### config.mk
export PLATFORM = sky130hd
export DESIGN_NAME = vga_scan_mixer
export DESIGN_NICKNAME = d
export VERILOG_FILES = /design/src/rtl/vga_timing_pkg.sv /design/src/rtl/vga_axis_counter.sv /design/src/rtl/vga_scan_mixer.sv
export SDC_FILE = /design/constraint.sdc
export NUM_CORES = 1
export LEC_CHECK = 0
export BUFFER_PORTS_ARGS = -buffer_cell sky130_fd_sc_hd__buf_2
export CORE_MARGIN = 8
export CORE_UTILIZATION = 44
export CTS_BUF_LIST = sky130_fd_sc_hd__clkbuf_2 sky130_fd_sc_hd__clkbuf_4 sky130_fd_sc_hd__clkbuf_8
export DETAILED_ROUTE_END_ITERATION = 16
export HOLD_SLACK_MARGIN = 0.05
export PLACE_DENSITY = 0.86
export SYNTH_ARGS = -nofsm -noshare
export SYNTH_HDL_FRONTEND = slang
export SYNTH_SLANG_ARGS = --single-unit
### constraint.sdc
create_clock -name clk -period 2.2 [get_ports clk]
set_clock_uncertainty 0.2 [all_clocks]
set_input_delay 0.11 -clock clk [delete_from_list [all_inputs] [get_ports clk]]
set_output_delay 0.11 -clock clk [all_outputs]
set_load 0.02 [all_outputs]
### src/rtl/vga_timing_pkg.sv
// Timing constants for the 800x600@72 Hz VGA scan and the shared pixel/count types.
// Widgets and the scan mixer import this package for their types and defaults.
package vga_timing_pkg;

    localparam int H_VISIBLE = 800;
    localparam int H_FRONT   = 56;
    localparam int H_SYNC    = 120;
    localparam int H_BACK    = 64;
    localparam int H_TOTAL   = H_VISIBLE + H_FRONT + H_SYNC + H_BACK;

    localparam int V_VISIBLE = 600;
    localparam int V_FRONT   = 37;
    localparam int V_SYNC    = 6;
    localparam int V_BACK    = 23;
    localparam int V_TOTAL   = V_VISIBLE + V_FRONT + V_SYNC + V_BACK;

    localparam logic SYNC_POL = 1'b1;

    localparam int RGB_W = 12;
    localparam int CNT_W = 11;

    typedef logic [RGB_W-1:0] rgb_t;
    typedef logic [CNT_W-1:0] count_t;

endpackage

### src/rtl/vga_axis_counter.sv
// One scan axis: counts 0..TOTAL-1 on each step, wraps, and decodes the
// active region and the sync-pulse window from the current count.
module vga_axis_counter
    import vga_timing_pkg::*;
#(
    parameter int VISIBLE = 800,
    parameter int FRONT   = 56,
    parameter int SYNC    = 120,
    parameter int TOTAL   = 1040
) (
    input  logic   clk,
    input  logic   reset,
    input  logic   step,
    output count_t count,
    output logic   active,
    output logic   sync_zone
);

    localparam count_t LAST       = count_t'(TOTAL - 1);
    localparam count_t VIS_END    = count_t'(VISIBLE);
    localparam count_t SYNC_START = count_t'(VISIBLE + FRONT);
    localparam count_t SYNC_END   = count_t'(VISIBLE + FRONT + SYNC);

    // NOTE: sequential state uses non-blocking assignment so every register sees pre-edge values.
    always_ff @(posedge clk) begin
        if (reset) begin
            count <= '0;
        end else if (step) begin
            count <= (count == LAST) ? '0 : count + count_t'(1);
        end
    end

    assign active    = (count < VIS_END);
    assign sync_zone = (count >= SYNC_START) && (count < SYNC_END);

endmodule

### src/rtl/vga_scan_mixer.sv
// VGA scan generator plus registered two-widget priority mixer and per-frame widget tick.
// Define VGA_BORDER_EN to force a white 1-pixel frame around the active area.
module vga_scan_mixer
    import vga_timing_pkg::count_t, vga_timing_pkg::rgb_t;
#(
    parameter int   H_VISIBLE = vga_timing_pkg::H_VISIBLE,
    parameter int   H_FRONT   = vga_timing_pkg::H_FRONT,
    parameter int   H_SYNC    = vga_timing_pkg::H_SYNC,
    parameter int   H_BACK    = vga_timing_pkg::H_BACK,
    parameter int   V_VISIBLE = vga_timing_pkg::V_VISIBLE,
    parameter int   V_FRONT   = vga_timing_pkg::V_FRONT,
    parameter int   V_SYNC    = vga_timing_pkg::V_SYNC,
    parameter int   V_BACK    = vga_timing_pkg::V_BACK,
    parameter logic SYNC_POL  = vga_timing_pkg::SYNC_POL
) (
    input  logic        clk,
    input  logic        reset,
    input  logic        aYes,
    input  logic [11:0] aRGB,
    input  logic        bYes,
    input  logic [11:0] bRGB,
    input  logic [11:0] bgRGB,
    output logic [10:0] X,
    output logic [10:0] Y,
    output logic        hsync,
    output logic        vsync,
    output logic [3:0]  red,
    output logic [3:0]  green,
    output logic [3:0]  blue,
    output logic        videoOn,
    output logic        frameTick
);

    localparam int     H_TOTAL    = H_VISIBLE + H_FRONT + H_SYNC + H_BACK;
    localparam int     V_TOTAL    = V_VISIBLE + V_FRONT + V_SYNC + V_BACK;
    localparam count_t H_LAST     = count_t'(H_TOTAL - 1);
    localparam count_t V_LAST_VIS = count_t'(V_VISIBLE - 1);

    logic   h_wrap;
    logic   h_active, v_active, active;
    logic   h_sync_zone, v_sync_zone;
    rgb_t   rgb_next, rgb_q;

    assign h_wrap = (X == H_LAST);

    vga_axis_counter #(
        .VISIBLE(H_VISIBLE), .FRONT(H_FRONT), .SYNC(H_SYNC), .TOTAL(H_TOTAL)
    ) u_h_counter (
        .clk(clk), .reset(reset), .step(1'b1),
        .count(X), .active(h_active), .sync_zone(h_sync_zone)
    );

    vga_axis_counter #(
        .VISIBLE(V_VISIBLE), .FRONT(V_FRONT), .SYNC(V_SYNC), .TOTAL(V_TOTAL)
    ) u_v_counter (
        .clk(clk), .reset(reset), .step(h_wrap),
        .count(Y), .active(v_active), .sync_zone(v_sync_zone)
    );

    assign active = h_active && v_active;

    // Widget yes flags only matter inside the visible area; A outranks B.
    always_comb begin
        rgb_next = '0;
        if (active) begin
            if (aYes)      rgb_next = aRGB;
            else if (bYes) rgb_next = bRGB;
            else           rgb_next = bgRGB;
        end
`ifdef VGA_BORDER_EN
        if (active && (X == '0 || X == count_t'(H_VISIBLE - 1) || Y == '0 || Y == V_LAST_VIS))
            rgb_next = 12'hFFF;
`endif
    end

    always_ff @(posedge clk) begin
        if (reset) begin
            rgb_q     <= '0;
            videoOn   <= 1'b0;
            hsync     <= ~SYNC_POL;
            vsync     <= ~SYNC_POL;
            frameTick <= 1'b0;
        end else begin
            rgb_q     <= rgb_next;
            videoOn   <= active;
            hsync     <= h_sync_zone ? SYNC_POL : ~SYNC_POL;
            vsync     <= v_sync_zone ? SYNC_POL : ~SYNC_POL;
            frameTick <= h_wrap && (Y == V_LAST_VIS);
        end
    end

    assign {red, green, blue} = rgb_q;

endmodule

### Yosys cells after proc, flatten, opt, wreduce, memory -nomap -nowiden

Cells that the tools add are included.

* input port bits: 40
* bits in registers: 38
* word-level logic and storage cells: 30
* output and inout port bits: 38

* reductions and logical operators: 6
* muxes and demuxes: 5
* bitwise gates (word level): 1
* magnitude comparators: 6
* add/sub/neg operators: 2
* equal/unequal tests: 3

Operators with widths (count)
* $lt 11x10->1 const B: 4
* $mux 12: 2
* $add 11x1->11 const B: 2
* $eq 11x10->1 const B: 2
* $ge 11x10->1 const B: 2
* $eq 11x11->1 const B: 1
* $mux 11: 1
* $logic_and 1x1->1: 4
* $reduce_or 2->1: 2
* $mux 1: 2
* $not 1->1: 1

### Longest topological paths before layout

Gate-level depths: netlist of run 1.

* depth in word-level cells: 4
* mapped depth: 6
* gate-level depth less buffers: 6

### Modules after synthesis

A second synthesis of run 1 with hierarchy kept.

* cells, all modules: 202
* area, all modules: 1951.9 um^2

Modules (own cells, without submodules)
* vga_scan_mixer: instances 1, sequential area each 320.3 um^2, cells an instance 68, area an instance 784.5 um^2
* vga_axis_counter at u_v_counter: instances 1, sequential area each 220.2 um^2, cells an instance 67, area an instance 585.6 um^2
* vga_axis_counter at u_h_counter: instances 1, sequential area each 220.2 um^2, cells an instance 67, area an instance 581.8 um^2

### Worst setup path before layout of run 1

Ideal clock, no wire load.

* path kind: flip-flop to flip-flop
* start point: register u_h_counter.count[5]
* end point: register u_v_counter.count[2]
* cell stages (with the launch flop): 7
* path slack: -0.113 ns
* path buffers: 2
* required time: 1.869 ns
* data arrival time: 1.982 ns
* library setup time: 0.131 ns
* path through: dfxtp_1 -> buf_6 -> or4_4 -> or3_4 -> buf_2 -> o21bai_1 -> nor2_1

* cells in the longest elaborated chain, start to end: 1

RTL lines
* start, declared: line vga_axis_counter.sv:14 `output count_t count,`
* start signal, assigned: line vga_axis_counter.sv:29 `count <= (count == LAST) ? '0 : count + count_t'(1);`
* $eq 11x11->1: line vga_scan_mixer.sv:44 `assign h_wrap = (X == H_LAST);`
* end signal, assigned: line vga_axis_counter.sv:29
* end, declared: line vga_axis_counter.sv:14

No other way between the ends.
A chain may end at the register's enable or synchronous reset.

### Final worst setup path of run 1

* start point: register u_h_counter.count[7]
* end point: register u_v_counter.count[10]

Same word-level chain as after synthesis.

==> results.toml, run 1 <==
[layout]
final_core_util_pct = 68.9
fillCellCount = 304
drive_above_1_share_pct = 36.0
sequential_cell_area_um2 = 772
insertedDiodeCount = 0
layout.nets = 368
syn_to_final_growth_pct = 51.0
multi_input_area_um2 = 1020
design_area_um2 = 2740

[worst_setup_path]
worst_ep_required_time_ps = 2220
critPathKind = "reg -> reg"
r2r_slack_ps = 30
endpoint_kind = "flop"
start_kind = "flop"
cp_data_arrival_time_ps = 2190
ff2ff_path_depth = 4
critPathMaxFanout = 5

[power_and_ir_drop]
cellPowerDensity_nw_per_um2 = 552
power_leakage_nw = 1.20
power.ir.vdd_worst_mv = 0.345
fin_total_pwr_mw = 1.51

[synthesis]
synth_edf_count = 0
ys_seq_elements = 38
ys.flop_type = "dfxtp_1"
synth_area_um2 = 1810
synth.distinct_cells = 36
syn-num-nets = 254
syn_area_per_cell_um2 = 8.63
yosysWarnings = 0
synth_sequential_area_ratio_pct = 42.0
post_synth_inst_count = 210
synthArstFlopShare_pct = 0

[clocking]
cts_htree_levels = 2
cts.clk_slew.worst_paths_ps = 80
num_cts_buffers = 5
cts.repair_timing.setup_buffer_count = 0
insertion_delay_ps = 290
cts-root-to-sink-buffers = 2
clock_root_cell = "clkbuf_8"
clock_sink_count = 38
tritoncts = "built"

[global_routing]
globalRouteTotalUtil_pct = 17.9
pin_count_of_the_biggest_net_entering_global_routing = 25
grt_overflow = 0
grt_first_pass_wirelength_mm = 9.28
first_global_vias = 2023
antenna_violations_before_repair = 0

[placed_design]
place.gp.congestion = 0.777
placedInstanceArea_um2 = 2330
detailed_place_hpwl_mm = 3.74
port-buffer-count = 77

[floorplanning]
boundaryPins = 78
core_area_um2 = 3970
design.die.area_um2 = 6430
dieHeight_um = 80.2
effective_utilization_at_floorplan_pct = 45.6
row_count = 23
dieWidth_um = 80.2

[sta]
final_min_period_over_clock_period_pct = 98.8
setup_repair_after_global_routing_missed_its_margin = "true"
finalHoldViolations = 0
clock.fmax_mhz = 460
final-max-slew-violation-count = 0
finalSetupTns_ps = 0
fin_worst_hold_slack_ps = 336
timing.max_slew.rel_slack_pct = 75.7
count_of_endpoints_failing_setup_in_the_final_report = 0
final_worst_path_period_need_ps = 2170
tightestPinTransition_ps = 355

[routing]
drtAntennaViolNets = 0
wl_mm = 5.73
drt-initial-drc-count = 178
detail_route.first_pass.iterations = 4
routedWlPerCell_um = 15.3
num_vias = 2016
route.detailed.drc = 0
vias_per_cell = 5.38

[hold_path]
hp-class = "reg -> reg"
hold_depth = 2

[run_status]
status = "finished clean"

[flow_run]
max_cap_viols = 0
[report_power, final]
group          leakage (nW)  total [mW]  switching (mW)  internal (mW)
logic                 0.833       0.216           0.106          0.110
registers             0.313       0.714         0.00794          0.706
clock network        0.0579       0.580           0.246          0.334
[final cells by class]
class,instances,area share [%]
Clock buffer,5,2.52
Clock inverter,3,1.46
Inverter,7,0.961
Multi-Input combinational cell,156,37.5
Sequential cell,38,28.2
Tap cell,50,2.29
Timing Repair Buffer,116,27.1
[worst paths after layout]
kind	startpoint	endpoint
worst max-delay path	u_h_counter.count[7]	u_v_counter.count[10]
worst min-delay path	u_h_counter.count[0]	u_h_counter.count[0]
worst max register to register	u_h_counter.count[7]	u_v_counter.count[10]
worst min register to register	u_h_counter.count[0]	u_h_counter.count[0]
[Yosys cell counts, drive strengths merged, types with 6 or more instances]
master  instances  share of area (%)
a21oi          20                5.5
clkbuf          7                1.5
dfxtp          38                 42
inv             7                1.5
mux2i          13                7.2
nand2           6                1.2
nand3           8                2.2
nor2           41                8.5
nor4            7                2.4
o31ai           7                2.9
or4             6                2.7
xnor2           9                4.4
[metal layers]
layer  wire, µm  vias to the layer above  track usage (%)  share of wire (%)
met2       2800                       94             30.5                 49
met3        564                        9             7.81                9.8
met1       2310                      933             19.7                 40
met5          0                        -                0                  0
li1           -                      980                -                  -
met4         54                        0             4.55               0.94
[sequential cells by signal (all words and copies together), names as in the netlist]
register / flops
rgb_q: 12
u_h_counter.count: 11
u_v_counter.count: 11
frameTick: 1
hsync: 1
videoOn: 1
vsync: 1
[layout by cell type (no fill, tap or decap), types with 5 or more instances in the layout]
cell / Yosys / routed
nand3_1: 8 / 8
mux2i_1: 13 / 13
xnor2_1: 9 / 9
a21oi_1: 20 / 18
nor2_1: 41 / 41
dfxtp_1: 38 / 33
buf_4: 0 / 14
buf_2: 1 / 77
inv_1: 7 / 7
nor4_1: 7 / 6
o31ai_1: 7 / 7
nand2_1: 6 / 6
dlygate4sd3_1: 0 / 25
clkbuf_8: 0 / 5
[kinds of logic after synthesis]
logic type	Yosys count	share of synthesized area (%)
simple gates	93	27.3
flops	38	42.0
compound gates	34	11.4
buf+inv	17	4.01
mux	13	7.18
xor+xnor	11	5.32
fa+ha+maj	4	2.76
[through the flow]
| step | instances | worst slack [ps] |
|---|---|---|
| finish | 375 | 27.4 |
| global route | 375 | -8.36 |
| CTS | 375 | 1.88 |
| detailed placement | 341 | -28.3 |
| global placement | 341 | 40.3 |
| floorplan | 210 | 5.81 |
[worst max-delay path, stage by stage, from the launching register on]
cell     delay [ps]
dfxtp_4         340
or4_4           540
or3_4           370
or4_1           510
a21oi_1         140
[what timing repair did]
action | 4_1_cts | 5_1_grt
cloned | 1 | 0
resized for setup | 0 | 10
hold buffers | 25 | 0
endpoints found under the setup margin | 4 | 18
pin swaps | 1 | 0
endpoints found under the hold margin | 20 | 0
Note: power is estimated with default switching activity, not from simulation.
==> run 2, diff against run 1 <==
Settings changed: CORE_UTILIZATION 44 to 49, PLACE_DENSITY 0.86 to 0.9.
Clock period 2.2 ns to 2 ns, I/O delays scaled along.
==> run 2 against run 1 <==
  * The run now ends with negative setup slack left
  * Utilization rose by 9.9 points
  * Cell area rose by 3.9%
  * Worst hold slack got worse by 240 ps
  * Critical endpoint is now u_v_counter.count[8]
  * Highest routed layer unchanged
==> results.toml, run 2 (synthesized netlist as in run 1, its figures left out) <==
[routing]
route.detailed.drc = 0
detail_route.first_pass.iterations = 4
wl_mm = 6.46
vias_per_cell = 5.59
num_vias = 2137
drtAntennaViolNets = 0
routedWlPerCell_um = 16.9
drt-initial-drc-count = 331

[floorplanning]
core_area_um2 = 3610
design.die.area_um2 = 5900
row_count = 22
dieHeight_um = 76.8
dieWidth_um = 76.8
effective_utilization_at_floorplan_pct = 50.2
boundaryPins = 78

[power_and_ir_drop]
power.ir.vdd_worst_mv = 0.447
clkPwrFrac_pct = 34.2
cellPowerDensity_nw_per_um2 = 553
power_frac_seq_pct = 49.8
combPwrFrac_pct = 16.0
intPower_mw = 1.19
total_switching_power_mw = 0.380
fin_total_pwr_mw = 1.57
power_leakage_nw = 1.27
power_switching_share_pct = 24.2

[sta]
timing.max_slew.rel_slack_pct = 70.6
finalHoldViolations = 0
finalWorstSetupSlack_ps = -188
final_worst_path_period_need_ps = 2190
clock.fmax_mhz = 457
tightestPinTransition_ps = 430
count_of_endpoints_failing_setup_in_the_final_report = 11
final_min_period_over_clock_period_pct = 109
setup_repair_after_global_routing_missed_its_margin = "true"
final-max-slew-violation-count = 0

[hold_path]
hp-class = "in -> reg"
hold_path.startpoint = "bgRGB[10]"
hold_depth = 5
timing.hold.worst_endpoint = "rgb_q[10]"

[placed_design]
detailed_place_hpwl_mm = 4.02
place.gp.congestion = 0.837
placed_cells = 348
port-buffer-count = 77

[worst_setup_path]
slowest_delay_ps = 550
cp_slowest_cell = "or4_4"
ff2ff_path_depth = 4
critPathMaxFanout = 5
start_kind = "flop"
cp_data_arrival_time_ps = 2210
critPathKind = "reg -> reg"
worstReg2RegEnd = "u_v_counter.count[8]"
worst_ep_required_time_ps = 2020
r2r_start = "u_h_counter.count[7]"
r2r_slack_ps = -190
endpoint_kind = "flop"
cp_cell_sequence = "or4_4 > or3_4 > or4_1 > a21oi_2"

[global_routing]
first_global_vias = 2167
antenna_violations_before_repair = 0
pin_count_of_the_biggest_net_entering_global_routing = 25
grt_first_pass_wirelength_mm = 10.3
grt_overflow = 0
globalRouteTotalUtil_pct = 21.0

[run_status]
status = "finished with violations"
failed_checks = "negative setup slack"

[clocking]
cts.clk_slew.worst_paths_ps = 70
clock_sink_count = 38
num_cts_buffers = 5
cts_htree_levels = 2
tritoncts = "built"
clock_root_cell = "clkbuf_8"
insertion_delay_ps = 290
cts-root-to-sink-buffers = 2

[flow_run]
max_cap_viols = 0

[layout]
mostFrequentLayoutCell = "buf_2"
flip_flop_count_of_the_largest_register_all_copies_and_words_added = 12
registers_with_the_highest_flip_flop_counts = "rgb_q (12), u_h_counter.count (11), u_v_counter.count (11)"
fillCellCount = 222
layout.nets = 377
drive_above_1_share_pct = 39.2
syn_to_final_growth_pct = 56.8
commonest_cells_after_routing_fill_and_taps_aside = "buf_2, nor2_1, dfxtp_1, dlygate4sd3_1, buf_4"
insertedDiodeCount = 0
largest-register = "rgb_q"
finish.cell_count_without_fillers = 382
## run 2: routing by layer
metal / track usage (%) / vias up / routed length (µm)
met5: 0 / - / 0
met4: 6.15 / 0 / 125
met3: 8.74 / 13 / 653
met2: 34.4 / 134 / 3010
met1: 24.1 / 993 / 2670
li1: - / 997 / -
## run 2: timing repair
action / in CTS / in global routing
hold buffers: 24 / 0
gates cloned: 1 / 0
gates resized for setup: 4 / 13
endpoints found under the setup margin: 20 / 21
setup buffers: 0 / 1
endpoints found under the hold margin: 20 / 0
pin swaps: 2 / 1
## run 2: cell type report
class,instances,area [µm²],area share (%)
Multi-Input combinational cell,156,1080,38.1
Timing Repair Buffer,125,810,28.5
Clock buffer,8,91.3,3.21
Sequential cell,38,771,27.1
Tap cell,48,60.1,2.11
Inverter,7,26.3,0.925
## run 2: through the flow
step                hold WS [ps]  cell area [µm²]  setup slack (ps)  TNS, ps  utilization [%]
floorplan                  -16.9             1830              -157    -1020                -
global placement             132             2400              -125     -624             66.7
detailed placement           137             2400              -192    -1220             66.7
CTS                         51.5             2760              -120     -722             76.5
global route                 192             2840              -230    -1440             78.8
finish                       101             2840              -188    -1020             78.8
## run 2: worst max path at each step
stage / slack [ps] / cells past startpoint / endpoint / start
floorplan: -160 / 4 / u_v_counter.count[10] / u_h_counter.count[7]
global placement: -120 / 4 / u_v_counter.count[10] / u_h_counter.count[7]
detailed placement: -190 / 5 / u_v_counter.count[5] / u_h_counter.count[7]
CTS: -120 / 4 / u_v_counter.count[9] / u_h_counter.count[7]
global route: -230 / 4 / u_v_counter.count[8] / u_h_counter.count[7]
finish: -190 / 4 / u_v_counter.count[8] / u_h_counter.count[7]
## run 2: critical path: cells and delay by family, from the launching register on
kind               cells  cell delay [ps]
and+or+nand+nor        3             1440
AOI/OAI and AO/OA      1              140
DFF                    1              340
## run 2: power by group through the flow
stage          Clock, mW  Combinational (mW)  Sequential, mW
2_1_floorplan          0              0.0694           0.833
3_3_place_gp           0               0.186           0.799
3_5_place_dp           0               0.191           0.800
4_1_cts            0.543               0.238           0.783
5_1_grt            0.593               0.272           0.785
6_report           0.537               0.252           0.783
